[config.mk]
export PLATFORM = sky130hd
export DESIGN_NAME = pb_cond
export DESIGN_NICKNAME = d
export VERILOG_FILES = /design/src/rtl/pb_cond.sv
export SDC_FILE = /design/constraint.sdc
export NUM_CORES = 1
export LEC_CHECK = 0
export BUFFER_PORTS_ARGS = -buffer_cell sky130_fd_sc_hd__buf_2
export CAP_MARGIN = 25
export CORE_MARGIN = 2
export CORE_UTILIZATION = 50
export DETAILED_ROUTE_END_ITERATION = 8
export PLACE_DENSITY = 0.69
export SYNTH_ARGS = -nofsm -noshare
export SYNTH_HDL_FRONTEND = slang
export SYNTH_SLANG_ARGS = --single-unit
[constraint.sdc]
create_clock -name clk -period 2.3 [get_ports clk]
set_input_delay 0.345 -clock clk [delete_from_list [all_inputs] [get_ports clk]]
set_output_delay 0.345 -clock clk [all_outputs]
set_load 0.1 [all_outputs]
[src/rtl/pb_cond.sv]
// Multi-channel push-button conditioner: synchroniser, counter debounce, press/release/long strobes.
// Latency pin->strobe SYNC_STAGES+DB_CYC+1 cycles; no backpressure, strobes are fire-and-forget.
module pb_cond #(
  parameter int NUM_CH      = 4,
  parameter int SYNC_STAGES = 2,
  parameter int DB_CYC      = 16,
  parameter int ACTIVE_LOW  = 1,
  parameter int LONG_CYC    = 50000000,
  parameter int REPEAT_CYC  = 0
) (
  input  logic              clk,
  input  logic              rst_n,
  input  logic [NUM_CH-1:0] pb,
  output logic [NUM_CH-1:0] pressed,
  output logic [NUM_CH-1:0] press,
  // "release" is a reserved word, hence the suffix
  output logic [NUM_CH-1:0] release_stb,
  output logic [NUM_CH-1:0] long
);

  localparam logic IDLE     = (ACTIVE_LOW != 0);
  localparam int   DW       = $clog2(DB_CYC + 1);
  localparam int   HOLD_MAX = LONG_CYC + REPEAT_CYC;
  localparam int   HW       = $clog2(HOLD_MAX + 1);

  localparam logic [DW-1:0] DB_LAST = DW'(DB_CYC - 1);
  localparam logic [HW-1:0] LONG_V  = HW'(LONG_CYC);
  localparam logic [HW-1:0] WRAP_V  = HW'(HOLD_MAX);

  for (genvar c = 0; c < NUM_CH; c++) begin : g_ch
    logic [SYNC_STAGES-1:0] sync_q;
    logic                   db_lvl;
    logic [DW-1:0]          db_cnt;
    logic [HW-1:0]          hold_cnt;
    logic [HW-1:0]          hold_nx;
    logic                   act;
    logic                   pressed_q;
    logic                   press_q;
    logic                   release_q;
    logic                   long_q;

    assign act     = db_lvl ^ IDLE;
    assign hold_nx = hold_cnt + HW'(1);

    always_ff @(posedge clk or negedge rst_n) begin
      if (!rst_n) begin
        sync_q <= {SYNC_STAGES{IDLE}};
      end else begin
        sync_q <= {sync_q[SYNC_STAGES-2:0], pb[c]};
      end
    end

    // Level only moves after DB_CYC consecutive disagreeing samples.
    always_ff @(posedge clk or negedge rst_n) begin
      if (!rst_n) begin
        db_lvl <= IDLE;
        db_cnt <= '0;
      end else if (sync_q[SYNC_STAGES-1] == db_lvl) begin
        db_cnt <= '0;
      end else if (db_cnt == DB_LAST) begin
        db_lvl <= sync_q[SYNC_STAGES-1];
        db_cnt <= '0;
      end else begin
        db_cnt <= db_cnt + DW'(1);
      end
    end

    always_ff @(posedge clk or negedge rst_n) begin
      if (!rst_n) begin
        pressed_q <= 1'b0;
        press_q   <= 1'b0;
        release_q <= 1'b0;
        long_q    <= 1'b0;
        hold_cnt  <= '0;
      end else begin
        pressed_q <= act;
        press_q   <= act & ~pressed_q;
        release_q <= ~act & pressed_q;
        // A falling level on a threshold cycle clears the count, so release beats long.
        if (!(pressed_q && act)) begin
          hold_cnt <= '0;
          long_q   <= 1'b0;
        end else if (REPEAT_CYC == 0 && hold_cnt == LONG_V) begin
          long_q   <= 1'b0;
        end else if (REPEAT_CYC > 0 && hold_nx == WRAP_V) begin
          hold_cnt <= LONG_V;
          long_q   <= 1'b1;
        end else begin
          hold_cnt <= hold_nx;
          long_q   <= (hold_nx == LONG_V);
        end
      end
    end

    assign pressed[c]     = pressed_q;
    assign press[c]       = press_q;
    assign release_stb[c] = release_q;
    assign long[c]        = long_q;
  end

endmodule

==> flow_summary.html, run 1 <==
<table>
<tr><th>Metric</th><th>Value</th></tr>
<tr><th colspan="2">Status</th></tr>
<tr><td>Run status</td><td>complete, no violations</td></tr>
<tr><th colspan="2">Worst setup path</th></tr>
<tr><td>Peak per-stage delay on the critical path</td><td>0.42 ns</td></tr>
<tr><td>Maximum fanout count along the critical path</td><td>5</td></tr>
<tr><td>Critical path type</td><td>flop to flop</td></tr>
<tr><td>Setup crit start kind</td><td>flop</td></tr>
<tr><td>Data required time at the worst endpoint</td><td>2.66 ns</td></tr>
<tr><td>Data arrival time of the critical path</td><td>2.56 ns</td></tr>
<tr><td>Worst-path cell chain</td><td>ha_1 -&gt; nand4_1 -&gt; nor4_4 -&gt; nand2_2 -&gt; or3_1 -&gt; a2111oi_2 -&gt; and4_1</td></tr>
<tr><td>Critical-path top delay cell</td><td>sky130_fd_sc_hd__dfrtp_2</td></tr>
<tr><td>Sort of element at the end of the critical path</td><td>flop</td></tr>
<tr><th colspan="2">STA</th></tr>
<tr><td>Slew at the pin with the worst max-slew slack</td><td>0.541 ns</td></tr>
<tr><td>Worst rel slew slack</td><td>63.6%</td></tr>
<tr><td>Final critical-path setup slack</td><td>0.0976 ns</td></tr>
<tr><td>Fmax</td><td>454 MHz</td></tr>
<tr><td>Crit path time final</td><td>2.20 ns</td></tr>
<tr><td>Total count of max-transition violations in the final report</td><td>0</td></tr>
<tr><td>Final hold violations</td><td>0</td></tr>
<tr><td>Fin Setup TNS</td><td>0 ns</td></tr>
<tr><td>Setup skew after layout</td><td>0.00626 ns</td></tr>
<tr><td>Share of the clock period used by the worst path after layout</td><td>95.8%</td></tr>
<tr><td>Final hold slack</td><td>0.0190 ns</td></tr>
<tr><td># setup viols final</td><td>0</td></tr>
<tr><th colspan="2">Floorplanning</th></tr>
<tr><td>Initial Util</td><td>50.7%</td></tr>
<tr><td>Ports placed on the boundary</td><td>22</td></tr>
<tr><td>Placement Rows</td><td>47</td></tr>
<tr><td>Die area</td><td>0.0177 sq mm</td></tr>
<tr><td>Die height</td><td>133 microns</td></tr>
<tr><td>Die Wd</td><td>133 microns</td></tr>
<tr><td>Core region area</td><td>0.0165 sq mm</td></tr>
<tr><th colspan="2">Final layout</th></tr>
<tr><td>Net count, final</td><td>951</td></tr>
<tr><td>Number of antenna diodes</td><td>0</td></tr>
<tr><td>Synthesis-to-finish area growth</td><td>16.1%</td></tr>
<tr><td>Share of cells above drive strength 1</td><td>18.6%</td></tr>
<tr><td>Core Util, Final</td><td>58.8%</td></tr>
<tr><td>Post-route cell area</td><td>0.00969 sq mm</td></tr>
<tr><th colspan="2">Synthesis</th></tr>
<tr><td>Count of flip-flops with a built-in enable after synthesis</td><td>0</td></tr>
<tr><td>Warnings, synthesis</td><td>0</td></tr>
<tr><td>Cell types with the highest counts after synthesis</td><td>sky130_fd_sc_hd__dfrtp_1, sky130_fd_sc_hd__nor2_1, sky130_fd_sc_hd__xor2_1</td></tr>
<tr><td>Synthesized area per cell</td><td>9.52 sq um</td></tr>
<tr><td>Number of different library cells in the post-synthesis netlist</td><td>66</td></tr>
<tr><td>Fraction of post-synthesis cell area in the top cell type by area</td><td>42.0%</td></tr>
<tr><td>Cells after Synth</td><td>877</td></tr>
<tr><td>Synthesized Nets</td><td>899</td></tr>
<tr><td>Yosys reg bits</td><td>152</td></tr>
<tr><td>Cell accounting for the most synthesized area</td><td>sky130_fd_sc_hd__dfrtp_1</td></tr>
<tr><td>Register area share after synthesis</td><td>45.8%</td></tr>
<tr><td>Most frequently used cell type in the post-synthesis netlist</td><td>sky130_fd_sc_hd__dfrtp_1</td></tr>
<tr><td>FFs w/ async S/R, synth</td><td>100%</td></tr>
<tr><td>Mapped cell area</td><td>0.00835 sq mm</td></tr>
<tr><td>Top cells by area, synth</td><td>sky130_fd_sc_hd__dfrtp_1, sky130_fd_sc_hd__xor2_1, sky130_fd_sc_hd__nor2_1, sky130_fd_sc_hd__xnor2_1, sky130_fd_sc_hd__dfstp_2</td></tr>
<tr><td>Prevailing post-synth register cell</td><td>sky130_fd_sc_hd__dfrtp_1</td></tr>
<tr><th colspan="2">Detailed routing</th></tr>
<tr><td>Post-Route WL</td><td>17.0 mm</td></tr>
<tr><td>Post-detailed-route count of antenna-violating nets</td><td>0</td></tr>
<tr><td>Count of vias placed by the detailed router</td><td>6402</td></tr>
<tr><td>Wire length per cell after detailed routing</td><td>14.7 microns</td></tr>
<tr><td>Routed length on met3</td><td>526 microns</td></tr>
<tr><td>Uppermost routed layer</td><td>met4</td></tr>
<tr><td>Vias per Instance</td><td>5.51</td></tr>
<tr><td>Post-Route M1 WL</td><td>8.35 mm</td></tr>
<tr><td>Number of design rule violations left after detail routing</td><td>0</td></tr>
<tr><td>Number of detailed-route iterations in the first pass</td><td>5</td></tr>
<tr><td>Number of DRC markers in iteration 0</td><td>467</td></tr>
<tr><td>Met2 routed wirelength</td><td>7.89 mm</td></tr>
<tr><th colspan="2">Place</th></tr>
<tr><td>Place WS</td><td>0.00559 ns</td></tr>
<tr><td>Placed standard-cell area</td><td>0.00889 sq mm</td></tr>
<tr><td>Post-detail-place hpwl</td><td>11.9 mm</td></tr>
<tr><td>Port Buf Inserts</td><td>21</td></tr>
<tr><td>Final Wtd Congestion</td><td>0.880</td></tr>
<tr><th colspan="2">Clock tree</th></tr>
<tr><td>TritonCTS clock tree</td><td>done</td></tr>
<tr><td>Clock insertion delay at the later pin of the skew report</td><td>0.42 ns</td></tr>
<tr><td>Register clock-pin slew on the reported worst setup and hold paths</td><td>0.06 ns</td></tr>
<tr><td>Clock Sink Count</td><td>152</td></tr>
<tr><td>H-tree depth</td><td>4</td></tr>
<tr><td>CTS Root Cell</td><td>sky130_fd_sc_hd__clkbuf_16</td></tr>
<tr><td>CTS buffer count</td><td>17</td></tr>
<tr><td>Longest Clk Path Bufs</td><td>2</td></tr>
<tr><th colspan="2">Global routing</th></tr>
<tr><td>Global-route wire length before repair</td><td>29.3 mm</td></tr>
<tr><td>Vias in the first global route</td><td>6237</td></tr>
<tr><td>GRT Resource Usage Total</td><td>20.2%</td></tr>
<tr><td>Global route total overflow</td><td>0</td></tr>
<tr><td>Pin count of the biggest net entering global routing</td><td>58</td></tr>
<tr><td>Initial antenna violation count</td><td>0</td></tr>
<tr><th colspan="2">Pwr</th></tr>
<tr><td>Cell area power density</td><td>711 mW/mm^2</td></tr>
<tr><td>Worst supply voltage drop on vdd</td><td>0.580 mV</td></tr>
<tr><td>Lkg Pwr</td><td>4.34 nW</td></tr>
<tr><th colspan="2">Worst hold path</th></tr>
<tr><td>Path class of the lowest-slack min-delay path</td><td>primary input to flop</td></tr>
<tr><th colspan="2">Flow run</th></tr>
<tr><td>Max cap viols</td><td>0</td></tr>
</table>
-- where the power goes --
group / switching (W) / leakage [nW] / internal, W / total [W]
registers: 0.000290 / 2.00 / 0.00290 / 0.00319
logic: 0.000464 / 2.06 / 0.000396 / 0.000860
clock network: 0.00110 / 0.281 / 0.00174 / 0.00284
total: 0.00185 / 4.34 / 0.00504 / 0.00689
-- placed cells by master, fill, tap and decap left out, types with 10 or more instances in the layout --
master,synthesis,routed
sky130_fd_sc_hd__a21oi_1,18,18
sky130_fd_sc_hd__and2_1,17,17
sky130_fd_sc_hd__and3_1,23,23
sky130_fd_sc_hd__and4_1,11,10
sky130_fd_sc_hd__buf_2,20,20
sky130_fd_sc_hd__buf_4,20,63
sky130_fd_sc_hd__clkbuf_16,0,17
sky130_fd_sc_hd__dfrtp_1,140,133
sky130_fd_sc_hd__dfstp_2,12,12
sky130_fd_sc_hd__ha_1,16,16
sky130_fd_sc_hd__inv_1,22,21
sky130_fd_sc_hd__nand2_1,59,59
sky130_fd_sc_hd__nand3_1,46,44
sky130_fd_sc_hd__nand4_1,38,38
sky130_fd_sc_hd__nor2_1,136,135
sky130_fd_sc_hd__nor2b_1,15,15
sky130_fd_sc_hd__nor3_1,15,15
sky130_fd_sc_hd__nor4_1,15,10
sky130_fd_sc_hd__o21ai_0,24,24
sky130_fd_sc_hd__or3_1,11,11
sky130_fd_sc_hd__xnor2_1,46,46
sky130_fd_sc_hd__xor2_1,61,61
-- worst max-delay path: cells and delay by family (launching register included) --
family          cells  cell delay [ns]
simple gates        5             1.19
compound gates      1             0.34
flops               1             0.42
fa+ha+maj           1             0.20
-- cell families (layout without fill, tap and decap cells) --
group / count (synthesis) / count (layout) / synth area share (%)
flip-flops: 152 / 152 / 45.8
adder cells (fa/ha/maj): 16 / 16 / 2.40
buffers and inverters: 79 / 143 / 4.78
AO/OA/AOI/OAI: 79 / 79 / 6.31
AND/OR/NAND/NOR: 436 / 437 / 28.5
multiplexers: 8 / 8 / 0.975
XOR/XNOR: 107 / 107 / 11.2
-- registers in the layout (all words and copies together) (netlist names) --
signal,count
g_ch.db_cnt,20
g_ch.db_lvl,4
g_ch.hold_cnt,104
g_ch.long_q,4
g_ch.press_q,4
g_ch.pressed_q,4
g_ch.release_q,4
g_ch.sync_q,8
-- routing by layer --
| layer | track usage [%] | up-vias |
|---|---|---|
| met1 | 28.2 | 3142 |
| met3 | 4.15 | 25 |
| met4 | 5.97 | 0 |
| met2 | 32.1 | 99 |
| li1 | - | 3136 |
| met5 | 0 | - |
-- path summary, 6_finish.rpt --
check	startpoint	end	slack [ns]	cells after the start
worst max-delay path	g_ch[1].hold_cnt[0]	g_ch[1].long_q	0.1	7
worst min-delay path	pb[1]	g_ch[1].sync_q[0]	0.02	1
worst max register to register	g_ch[1].hold_cnt[0]	g_ch[1].long_q	0.1	7
worst min register to register	g_ch[1].sync_q[0]	g_ch[1].sync_q[1]	0.36	0
max in group asynchronous	rst_n	g_ch[0].sync_q[0]	1.28	3
min in group asynchronous	rst_n	g_ch[1].hold_cnt[23]	0.36	2
-- final cells by class --
cell class | instances | area [sq um]
Fill cell | 1433 | 6780
Multi-Input combinational cell | 647 | 4240
Sequential cell | 152 | 3830
Timing Repair Buffer | 89 | 664
Clock buffer | 22 | 454
Tap cell | 220 | 275
Clock inverter | 10 | 144
Inverter | 22 | 82.6
-- repair_timing --
item	in CTS	in global routing
setup endpoints to repair	12	18
pin swaps	0	10
gates cloned	0	1
hold buffers	1	1
resized for setup	1	28
endpoints found under the hold margin	26	1
setup buffers	0	8
-- stage by stage --
stage,cells,total power [W]
after CTS,1152,0.00690
after floorplan,877,0.00378
after detailed placement,1119,0.00405
after global placement,1119,0.00403
final,1162,0.00689
after global routing,1162,0.00723
No activity file was read; power rests on OpenSTA's default activity.
==> run 2, diff against run 1 <==
Settings changed: PLACE_DENSITY 0.69 to default, PLACE_DENSITY_LB_ADDON from default to 0.05.
==> flow_summary.html, run 2 (synthesis gave the netlist of run 1 again) <==
<table>
<tr><th>Metric</th><th>Value</th></tr>
<tr><th colspan="2">Worst setup path</th></tr>
<tr><td>Data required time at the worst endpoint</td><td>2.63 ns (was 2.66 ns)</td></tr>
<tr><td>Beginning of the worst register-to-register path</td><td>g_ch[2].hold_cnt[5] (was g_ch[1].hold_cnt[0])</td></tr>
<tr><td>Data arrival time of the critical path</td><td>2.59 ns (was 2.56 ns)</td></tr>
<tr><td>Maximum fanout count along the critical path</td><td>5 (unchanged)</td></tr>
<tr><td>Setup crit start kind</td><td>flop (unchanged)</td></tr>
<tr><td>R2R Path End</td><td>g_ch[2].long_q (was g_ch[1].long_q)</td></tr>
<tr><td>Setup slack of the most critical reg-to-reg path</td><td>0.03 ns (was 0.1 ns)</td></tr>
<tr><td>Worst Reg-to-Reg Cells</td><td>6 (was 7)</td></tr>
<tr><td>Sort of element at the end of the critical path</td><td>flop (unchanged)</td></tr>
<tr><td>Critical path type</td><td>flop to flop (unchanged)</td></tr>
<tr><th colspan="2">Global routing</th></tr>
<tr><td>Vias in the first global route</td><td>6366 (was 6237)</td></tr>
<tr><td>Global route total overflow</td><td>0 (unchanged)</td></tr>
<tr><td>Initial antenna violation count</td><td>0 (unchanged)</td></tr>
<tr><td>Global-route wire length before repair</td><td>30.8 mm (was 29.3 mm)</td></tr>
<tr><td>Pin count of the biggest net entering global routing</td><td>53 (was 58)</td></tr>
<tr><td>GRT Resource Usage Total</td><td>21.5% (was 20.2%)</td></tr>
<tr><th colspan="2">Final layout</th></tr>
<tr><td>Max reg flops</td><td>104 (unchanged)</td></tr>
<tr><td>Share of cells above drive strength 1</td><td>20.5% (was 18.6%)</td></tr>
<tr><td>Commonest cells after routing, fill and taps aside</td><td>sky130_fd_sc_hd__nor2_1, sky130_fd_sc_hd__dfrtp_1, sky130_fd_sc_hd__buf_4, sky130_fd_sc_hd__xor2_1, sky130_fd_sc_hd__nand2_1 (unchanged)</td></tr>
<tr><td>Multi-input combinational cell area</td><td>0.00426 sq mm (was 0.00424 sq mm)</td></tr>
<tr><td>Synthesis-to-finish area growth</td><td>17.1% (was 16.1%)</td></tr>
<tr><td>Most common cell after layout, fill and taps aside</td><td>sky130_fd_sc_hd__nor2_1 (unchanged)</td></tr>
<tr><td>Number of standard cells in the final layout excluding fillers</td><td>1174 (was 1162)</td></tr>
<tr><td>Core Util, Final</td><td>59.3% (was 58.8%)</td></tr>
<tr><td>Filler Cells Inserted</td><td>1434 (was 1433)</td></tr>
<tr><td>Number of antenna diodes</td><td>0 (unchanged)</td></tr>
<tr><td>Regs by FF count</td><td>g_ch.hold_cnt x104, g_ch.db_cnt x20, g_ch.sync_q x8 (unchanged)</td></tr>
<tr><td>Net count, final</td><td>963 (was 951)</td></tr>
<tr><td>Area occupied by registers</td><td>0.00383 sq mm (about the same)</td></tr>
<tr><td>Register name with the most flops</td><td>g_ch.hold_cnt (unchanged)</td></tr>
<tr><th colspan="2">Floorplanning</th></tr>
<tr><td>Die area</td><td>0.0177 sq mm (unchanged)</td></tr>
<tr><td>Initial Util</td><td>50.7% (unchanged)</td></tr>
<tr><td>Core region area</td><td>0.0165 sq mm (unchanged)</td></tr>
<tr><td>Placement Rows</td><td>47 (unchanged)</td></tr>
<tr><td>Die Wd</td><td>133 microns (unchanged)</td></tr>
<tr><td>Ports placed on the boundary</td><td>22 (unchanged)</td></tr>
<tr><td>Die height</td><td>133 microns (unchanged)</td></tr>
<tr><th colspan="2">Clock tree</th></tr>
<tr><td>Register clock-pin slew on the reported worst setup and hold paths</td><td>0.06 ns (about the same)</td></tr>
<tr><td>Longest Clk Path Bufs</td><td>2 (unchanged)</td></tr>
<tr><td>Clock insertion delay at the later pin of the skew report</td><td>0.44 ns (was 0.42 ns)</td></tr>
<tr><td>Clock Sink Count</td><td>152 (unchanged)</td></tr>
<tr><td>CTS buffer count</td><td>17 (unchanged)</td></tr>
<tr><td>H-tree depth</td><td>4 (unchanged)</td></tr>
<tr><td>TritonCTS clock tree</td><td>done (unchanged)</td></tr>
<tr><td>CTS Root Cell</td><td>sky130_fd_sc_hd__clkbuf_16 (unchanged)</td></tr>
<tr><th colspan="2">Detailed routing</th></tr>
<tr><td>Number of detailed-route iterations in the first pass</td><td>5 (unchanged)</td></tr>
<tr><td>Post-detailed-route count of antenna-violating nets</td><td>0 (unchanged)</td></tr>
<tr><td>Wire length per cell after detailed routing</td><td>15.7 microns (was 14.7 microns)</td></tr>
<tr><td>Number of design rule violations left after detail routing</td><td>0 (unchanged)</td></tr>
<tr><td>Count of vias placed by the detailed router</td><td>6610 (was 6402)</td></tr>
<tr><td>Number of DRC markers in iteration 0</td><td>412 (was 467)</td></tr>
<tr><td>Vias per Instance</td><td>5.63 (was 5.51)</td></tr>
<tr><td>Post-Route WL</td><td>18.4 mm (was 17.0 mm)</td></tr>
<tr><th colspan="2">Worst hold path</th></tr>
<tr><td>Path class of the lowest-slack min-delay path</td><td>flop to flop (was primary input to flop)</td></tr>
<tr><td>Worst hold path stage count</td><td>0 (was 1)</td></tr>
<tr><td>Worst min-delay path endpoint</td><td>g_ch[2].sync_q[1] (was g_ch[1].sync_q[0])</td></tr>
<tr><td>Hold Crit Start</td><td>g_ch[2].sync_q[0] (was pb[1])</td></tr>
<tr><th colspan="2">Place</th></tr>
<tr><td>Total instance count after detailed placement</td><td>1119 (unchanged)</td></tr>
<tr><td>Place WS</td><td>-0.0310 ns (was 0.00559 ns)</td></tr>
<tr><td>Final Wtd Congestion</td><td>0.897 (was 0.880)</td></tr>
<tr><td>Post-detail-place hpwl</td><td>12.8 mm (was 11.9 mm)</td></tr>
<tr><td>Port Buf Inserts</td><td>21 (unchanged)</td></tr>
<tr><th colspan="2">STA</th></tr>
<tr><td>Worst rel slew slack</td><td>66.3% (was 63.6%)</td></tr>
<tr><td>Setup skew after layout</td><td>0.0102 ns (was 0.00626 ns)</td></tr>
<tr><td>Fmax</td><td>441 MHz (was 454 MHz)</td></tr>
<tr><td>Final critical-path setup slack</td><td>0.0342 ns (was 0.0976 ns)</td></tr>
<tr><td>Total count of max-transition violations in the final report</td><td>0 (unchanged)</td></tr>
<tr><td>Slew at the pin with the worst max-slew slack</td><td>0.506 ns (was 0.541 ns)</td></tr>
<tr><td>Crit path time final</td><td>2.27 ns (was 2.20 ns)</td></tr>
<tr><td>Share of the clock period used by the worst path after layout</td><td>98.5% (was 95.8%)</td></tr>
<tr><td>Final hold violations</td><td>0 (unchanged)</td></tr>
<tr><td># setup viols final</td><td>0 (unchanged)</td></tr>
<tr><td>Fin Setup TNS</td><td>0 ns (unchanged)</td></tr>
<tr><th colspan="2">Status</th></tr>
<tr><td>Run status</td><td>complete, no violations (unchanged)</td></tr>
<tr><th colspan="2">Pwr</th></tr>
<tr><td>Cell area power density</td><td>701 mW/mm^2 (was 711 mW/mm^2)</td></tr>
<tr><td>Worst supply voltage drop on vdd</td><td>0.584 mV (was 0.580 mV)</td></tr>
<tr><td>Lkg Pwr</td><td>4.37 nW (was 4.34 nW)</td></tr>
<tr><td>Total chip power</td><td>0.00684 W (was 0.00689 W)</td></tr>
<tr><th colspan="2">Flow run</th></tr>
<tr><td>Max cap viols</td><td>0 (unchanged)</td></tr>
</table>
==> run 2: repair_timing <==
item                       CTS  global route
buffers inserted             1            16
hold endpoints to repair    47             2
setup endpoints to repair   15            17
resized for setup            8            29
pin swaps                    2            15
gates cloned                 0             1
hold buffers                 3             2
==> run 2: final cells by class <==
class | instances | area share (%)
clock buffers | 17 | 4.35
well taps | 220 | 2.82
repair buffers | 101 | 7.67
multi-input cells | 647 | 43.6
flip-flops and latches | 152 | 39.3
inverters | 22 | 0.845
clock inverters | 15 | 1.45
==> run 2: metrics by stage <==
step                instance area, sq um  hold slack (ns)
global placement                    8880            0.326
detailed placement                  8880            0.334
finish                              9770            0.355
CTS                                 9530         0.000314
global route                        9770            0.359
floorplan                           8350           0.0494
==> run 2: metal layers <==
metal	up-vias	GRT usage, %	share of wire (%)
met2	160	34.9	48
li1	3178	-	-
met4	0	7.92	1.9
met1	3233	28.6	46
met3	39	4.57	4.1
met5	-	0	0
==> run 2: report_power, final <==
| group | switching (W) | internal, W | total, W |
|---|---|---|---|
| registers | 0.000309 | 0.00291 | 0.00322 |
| logic | 0.000483 | 0.000448 | 0.000930 |
| clock network | 0.00119 | 0.00151 | 0.00269 |
| total | 0.00198 | 0.00486 | 0.00684 |
==> run 2: critical path: stages (launching register included) <==
cell and delay [ns]:
sky130_fd_sc_hd__dfrtp_2 0.43, sky130_fd_sc_hd__or4b_2 0.70, sky130_fd_sc_hd__o221ai_2 0.19, sky130_fd_sc_hd__o211ai_1 0.13, sky130_fd_sc_hd__a211oi_2 0.20, sky130_fd_sc_hd__o2111ai_2 0.19
sky130_fd_sc_hd__a2111oi_4 0.32
==> run 2: worst max path at each step <==
| stage | start | end | slack (ns) | cells past startpoint |
|---|---|---|---|---|
| after floorplan | g_ch[1].hold_cnt[0] | g_ch[1].long_q | 0.11 | 7 |
| after global placement | g_ch[3].hold_cnt[1] | g_ch[3].long_q | 0.005 | 7 |
| after detailed placement | g_ch[3].hold_cnt[0] | g_ch[3].hold_cnt[24] | -0.03 | 7 |
| after CTS | g_ch[3].hold_cnt[0] | g_ch[3].hold_cnt[24] | 0.03 | 7 |
| after global routing | g_ch[2].hold_cnt[4] | g_ch[2].long_q | -0.06 | 6 |
| final | g_ch[2].hold_cnt[5] | g_ch[2].long_q | 0.03 | 6 |
==> run 3, diff against run 2 <==
Settings changed: CORE_UTILIZATION 50 to 40, SETUP_SLACK_MARGIN from default to 0.05.
==> flow_summary.html, run 3 (synthesis gave the netlist of run 1 again) <==
<table>
<tr><th>Metric</th><th>Value</th></tr>
<tr><th colspan="2">Worst setup path</th></tr>
<tr><td>Worst Reg-to-Reg Cells</td><td>6 (unchanged)</td></tr>
<tr><td>Maximum fanout count along the critical path</td><td>7 (was 5)</td></tr>
<tr><td>Data arrival time of the critical path</td><td>2.47 ns (was 2.59 ns)</td></tr>
<tr><td>Critical path type</td><td>flop to flop (unchanged)</td></tr>
<tr><td>Setup crit start kind</td><td>flop (unchanged)</td></tr>
<tr><td>Sort of element at the end of the critical path</td><td>flop (unchanged)</td></tr>
<tr><td>Worst-path cell chain</td><td>or4b_2 -&gt; o221ai_1 -&gt; o211ai_1 -&gt; a211oi_2 -&gt; o2111ai_1 -&gt; a2111oi_2 (was or4b_2 -&gt; o221ai_2 -&gt; o211ai_1 -&gt; a211oi_2 -&gt; o2111ai_2 -&gt; a2111oi_4)</td></tr>
<tr><td>Critical-path top delay cell</td><td>sky130_fd_sc_hd__or4b_2 (unchanged)</td></tr>
<tr><td>Data required time at the worst endpoint</td><td>2.61 ns (was 2.63 ns)</td></tr>
<tr><td>Peak per-stage delay on the critical path</td><td>0.64 ns (was 0.70 ns)</td></tr>
<tr><td>Setup slack of the most critical reg-to-reg path</td><td>0.14 ns (was 0.03 ns)</td></tr>
<tr><th colspan="2">Clock tree</th></tr>
<tr><td>Clock Sink Count</td><td>152 (unchanged)</td></tr>
<tr><td>CTS Root Cell</td><td>sky130_fd_sc_hd__clkbuf_16 (unchanged)</td></tr>
<tr><td>Longest Clk Path Bufs</td><td>2 (unchanged)</td></tr>
<tr><td>TritonCTS clock tree</td><td>done (unchanged)</td></tr>
<tr><td>Clock insertion delay at the later pin of the skew report</td><td>0.42 ns (was 0.44 ns)</td></tr>
<tr><td>H-tree depth</td><td>4 (unchanged)</td></tr>
<tr><td>Register clock-pin slew on the reported worst setup and hold paths</td><td>0.06 ns (about the same)</td></tr>
<tr><td>CTS buffer count</td><td>17 (unchanged)</td></tr>
<tr><th colspan="2">Final layout</th></tr>
<tr><td>Commonest cells after routing, fill and taps aside</td><td>sky130_fd_sc_hd__nor2_1, sky130_fd_sc_hd__dfrtp_1, sky130_fd_sc_hd__buf_4, sky130_fd_sc_hd__xor2_1, sky130_fd_sc_hd__nand2_1 (unchanged)</td></tr>
<tr><td>Net count, final</td><td>974 (was 963)</td></tr>
<tr><td>Share of cells above drive strength 1</td><td>20.5% (about the same)</td></tr>
<tr><td>Max reg flops</td><td>104 (unchanged)</td></tr>
<tr><td>Register name with the most flops</td><td>g_ch.hold_cnt (unchanged)</td></tr>
<tr><td>Core Util, Final</td><td>48.9% (was 59.3%)</td></tr>
<tr><td>Synthesis-to-finish area growth</td><td>19.4% (was 17.1%)</td></tr>
<tr><td>Regs by FF count</td><td>g_ch.hold_cnt x104, g_ch.db_cnt x20, g_ch.sync_q x8 (unchanged)</td></tr>
<tr><td>Number of antenna diodes</td><td>0 (unchanged)</td></tr>
<tr><th colspan="2">Pwr</th></tr>
<tr><td>Worst supply voltage drop on vdd</td><td>0.461 mV (was 0.584 mV)</td></tr>
<tr><td>Cell area power density</td><td>722 mW/mm^2 (was 701 mW/mm^2)</td></tr>
<tr><td>Lkg Pwr</td><td>4.50 nW (was 4.37 nW)</td></tr>
<tr><th colspan="2">Floorplanning</th></tr>
<tr><td>Initial Util</td><td>41.0% (was 50.7%)</td></tr>
<tr><td>Core region area</td><td>0.0204 sq mm (was 0.0165 sq mm)</td></tr>
<tr><td>Ports placed on the boundary</td><td>22 (unchanged)</td></tr>
<tr><td>Placement Rows</td><td>52 (was 47)</td></tr>
<tr><td>Die height</td><td>148 microns (was 133 microns)</td></tr>
<tr><td>Die Wd</td><td>148 microns (was 133 microns)</td></tr>
<tr><td>Die area</td><td>0.0220 sq mm (was 0.0177 sq mm)</td></tr>
<tr><th colspan="2">Detailed routing</th></tr>
<tr><td>Number of DRC markers in iteration 0</td><td>448 (was 412)</td></tr>
<tr><td>Vias per Instance</td><td>5.18 (was 5.63)</td></tr>
<tr><td>Number of detailed-route iterations in the first pass</td><td>4 (was 5)</td></tr>
<tr><td>Count of vias placed by the detailed router</td><td>6396 (was 6610)</td></tr>
<tr><td>Post-detailed-route count of antenna-violating nets</td><td>0 (unchanged)</td></tr>
<tr><td>Number of design rule violations left after detail routing</td><td>0 (unchanged)</td></tr>
<tr><td>Wire length per cell after detailed routing</td><td>14.8 microns (was 15.7 microns)</td></tr>
<tr><td>Post-Route WL</td><td>18.3 mm (was 18.4 mm)</td></tr>
<tr><th colspan="2">Place</th></tr>
<tr><td>Final Wtd Congestion</td><td>0.815 (was 0.897)</td></tr>
<tr><td>Post-detail-place hpwl</td><td>13.3 mm (was 12.8 mm)</td></tr>
<tr><td>Port Buf Inserts</td><td>21 (unchanged)</td></tr>
<tr><th colspan="2">STA</th></tr>
<tr><td>Fin Setup TNS</td><td>0 ns (unchanged)</td></tr>
<tr><td>Unrepaired setup endpoints after global routing</td><td>true</td></tr>
<tr><td>Setup skew after layout</td><td>0.0158 ns (was 0.0102 ns)</td></tr>
<tr><td>Crit path time final</td><td>2.16 ns (was 2.27 ns)</td></tr>
<tr><td>Total count of max-transition violations in the final report</td><td>0 (unchanged)</td></tr>
<tr><td># setup viols final</td><td>0 (unchanged)</td></tr>
<tr><td>Worst rel slew slack</td><td>67.3% (was 66.3%)</td></tr>
<tr><td>Slew at the pin with the worst max-slew slack</td><td>0.494 ns (was 0.506 ns)</td></tr>
<tr><td>Share of the clock period used by the worst path after layout</td><td>93.9% (was 98.5%)</td></tr>
<tr><td>Final hold violations</td><td>0 (unchanged)</td></tr>
<tr><td>Fmax</td><td>463 MHz (was 441 MHz)</td></tr>
<tr><th colspan="2">Global routing</th></tr>
<tr><td>GRT Resource Usage Total</td><td>17.7% (was 21.5%)</td></tr>
<tr><td>Initial antenna violation count</td><td>0 (unchanged)</td></tr>
<tr><td>Global-route wire length before repair</td><td>31.6 mm (was 30.8 mm)</td></tr>
<tr><td>Global route total overflow</td><td>0 (unchanged)</td></tr>
<tr><td>Vias in the first global route</td><td>6407 (was 6366)</td></tr>
<tr><td>Pin count of the biggest net entering global routing</td><td>50 (was 53)</td></tr>
<tr><th colspan="2">Status</th></tr>
<tr><td>Run status</td><td>complete, no violations (unchanged)</td></tr>
<tr><th colspan="2">Worst hold path</th></tr>
<tr><td>Path class of the lowest-slack min-delay path</td><td>primary input to flop (was flop to flop)</td></tr>
<tr><td>Worst hold path stage count</td><td>1 (was 0)</td></tr>
<tr><th colspan="2">Flow run</th></tr>
<tr><td>Max cap viols</td><td>0 (unchanged)</td></tr>
</table>
[run 3: cell types whose count changed in the layout (fill, tap and decap cells not counted), moves of 5 or more]
cell                       previous run  this run
sky130_fd_sc_hd__inv_6                6         0
sky130_fd_sc_hd__dfrtp_1            127       135
sky130_fd_sc_hd__dfrtp_2             13         5
sky130_fd_sc_hd__buf_4               73        86
sky130_fd_sc_hd__clkbuf_8             0         5
[run 3: per-stage QoR]
stage,hold WS [ns],instances,area [sq um],power (W),worst slack [ns]
floorplan,0.0494,877,8350,0.00378,0.108
detailed placement,0.284,1189,9100,0.00417,-0.0303
global placement,0.278,1189,9100,0.00414,0.0542
global route,0.0113,1235,9970,0.00757,0.0222
CTS,0.00100,1223,9760,0.00726,0.0521
finish,0.0264,1235,9970,0.00720,0.140
[run 3: critical path, delay by kind of cell, from the launching register on]
family / cells / cell delay [ns]
and+or+nand+nor: 1 / 0.64
AOI/OAI and AO/OA: 5 / 0.98
DFF: 1 / 0.44
[run 3: what timing repair did]
action                     in CTS  in global routing
setup endpoints to repair      12                 19
hold buffers                    1                  1
buffers inserted                0                 11
pin swaps                       1                 10
hold endpoints to repair       36                  1
cloned                          1                  0
resized for setup               2                 29
[run 3: cell type report]
cell class | instances | area (sq um)
Clock inverter | 7 | 138
Inverter | 22 | 82.6
Timing Repair Buffer | 112 | 837
Tap cell | 270 | 338
Sequential cell | 152 | 3820
Fill cell | 1895 | 10400
Multi-Input combinational cell | 647 | 4240
Clock buffer | 25 | 505
[run 3: routing by layer]
layer  up-vias  track usage (%)  share of wire [%]
met1      3104             24.8                 49
met5         -                0                  0
met3        21             3.04                2.5
met2        82             28.4                 47
met4         0             5.19                1.3
li1       3189                -                  -
[run 3: path summary, 6_finish.rpt]
| kind | from | to |
|---|---|---|
| min in group asynchronous | rst_n | g_ch[0].hold_cnt[4] |
| hold / removal | pb[0] | g_ch[0].sync_q[0] |
| hold reg to reg | g_ch[2].sync_q[0] | g_ch[2].sync_q[1] |
| max in group asynchronous | rst_n | g_ch[1].sync_q[1] |
| setup reg to reg | g_ch[2].hold_cnt[3] | g_ch[2].long_q |
| setup / recovery | g_ch[2].hold_cnt[3] | g_ch[2].long_q |
[run 3: report_power, final]
part	total (W)	switching [W]	internal [W]
clock network	0.00303	0.00107	0.00196
registers	0.00314	0.000236	0.00290
logic	0.00103	0.000549	0.000481
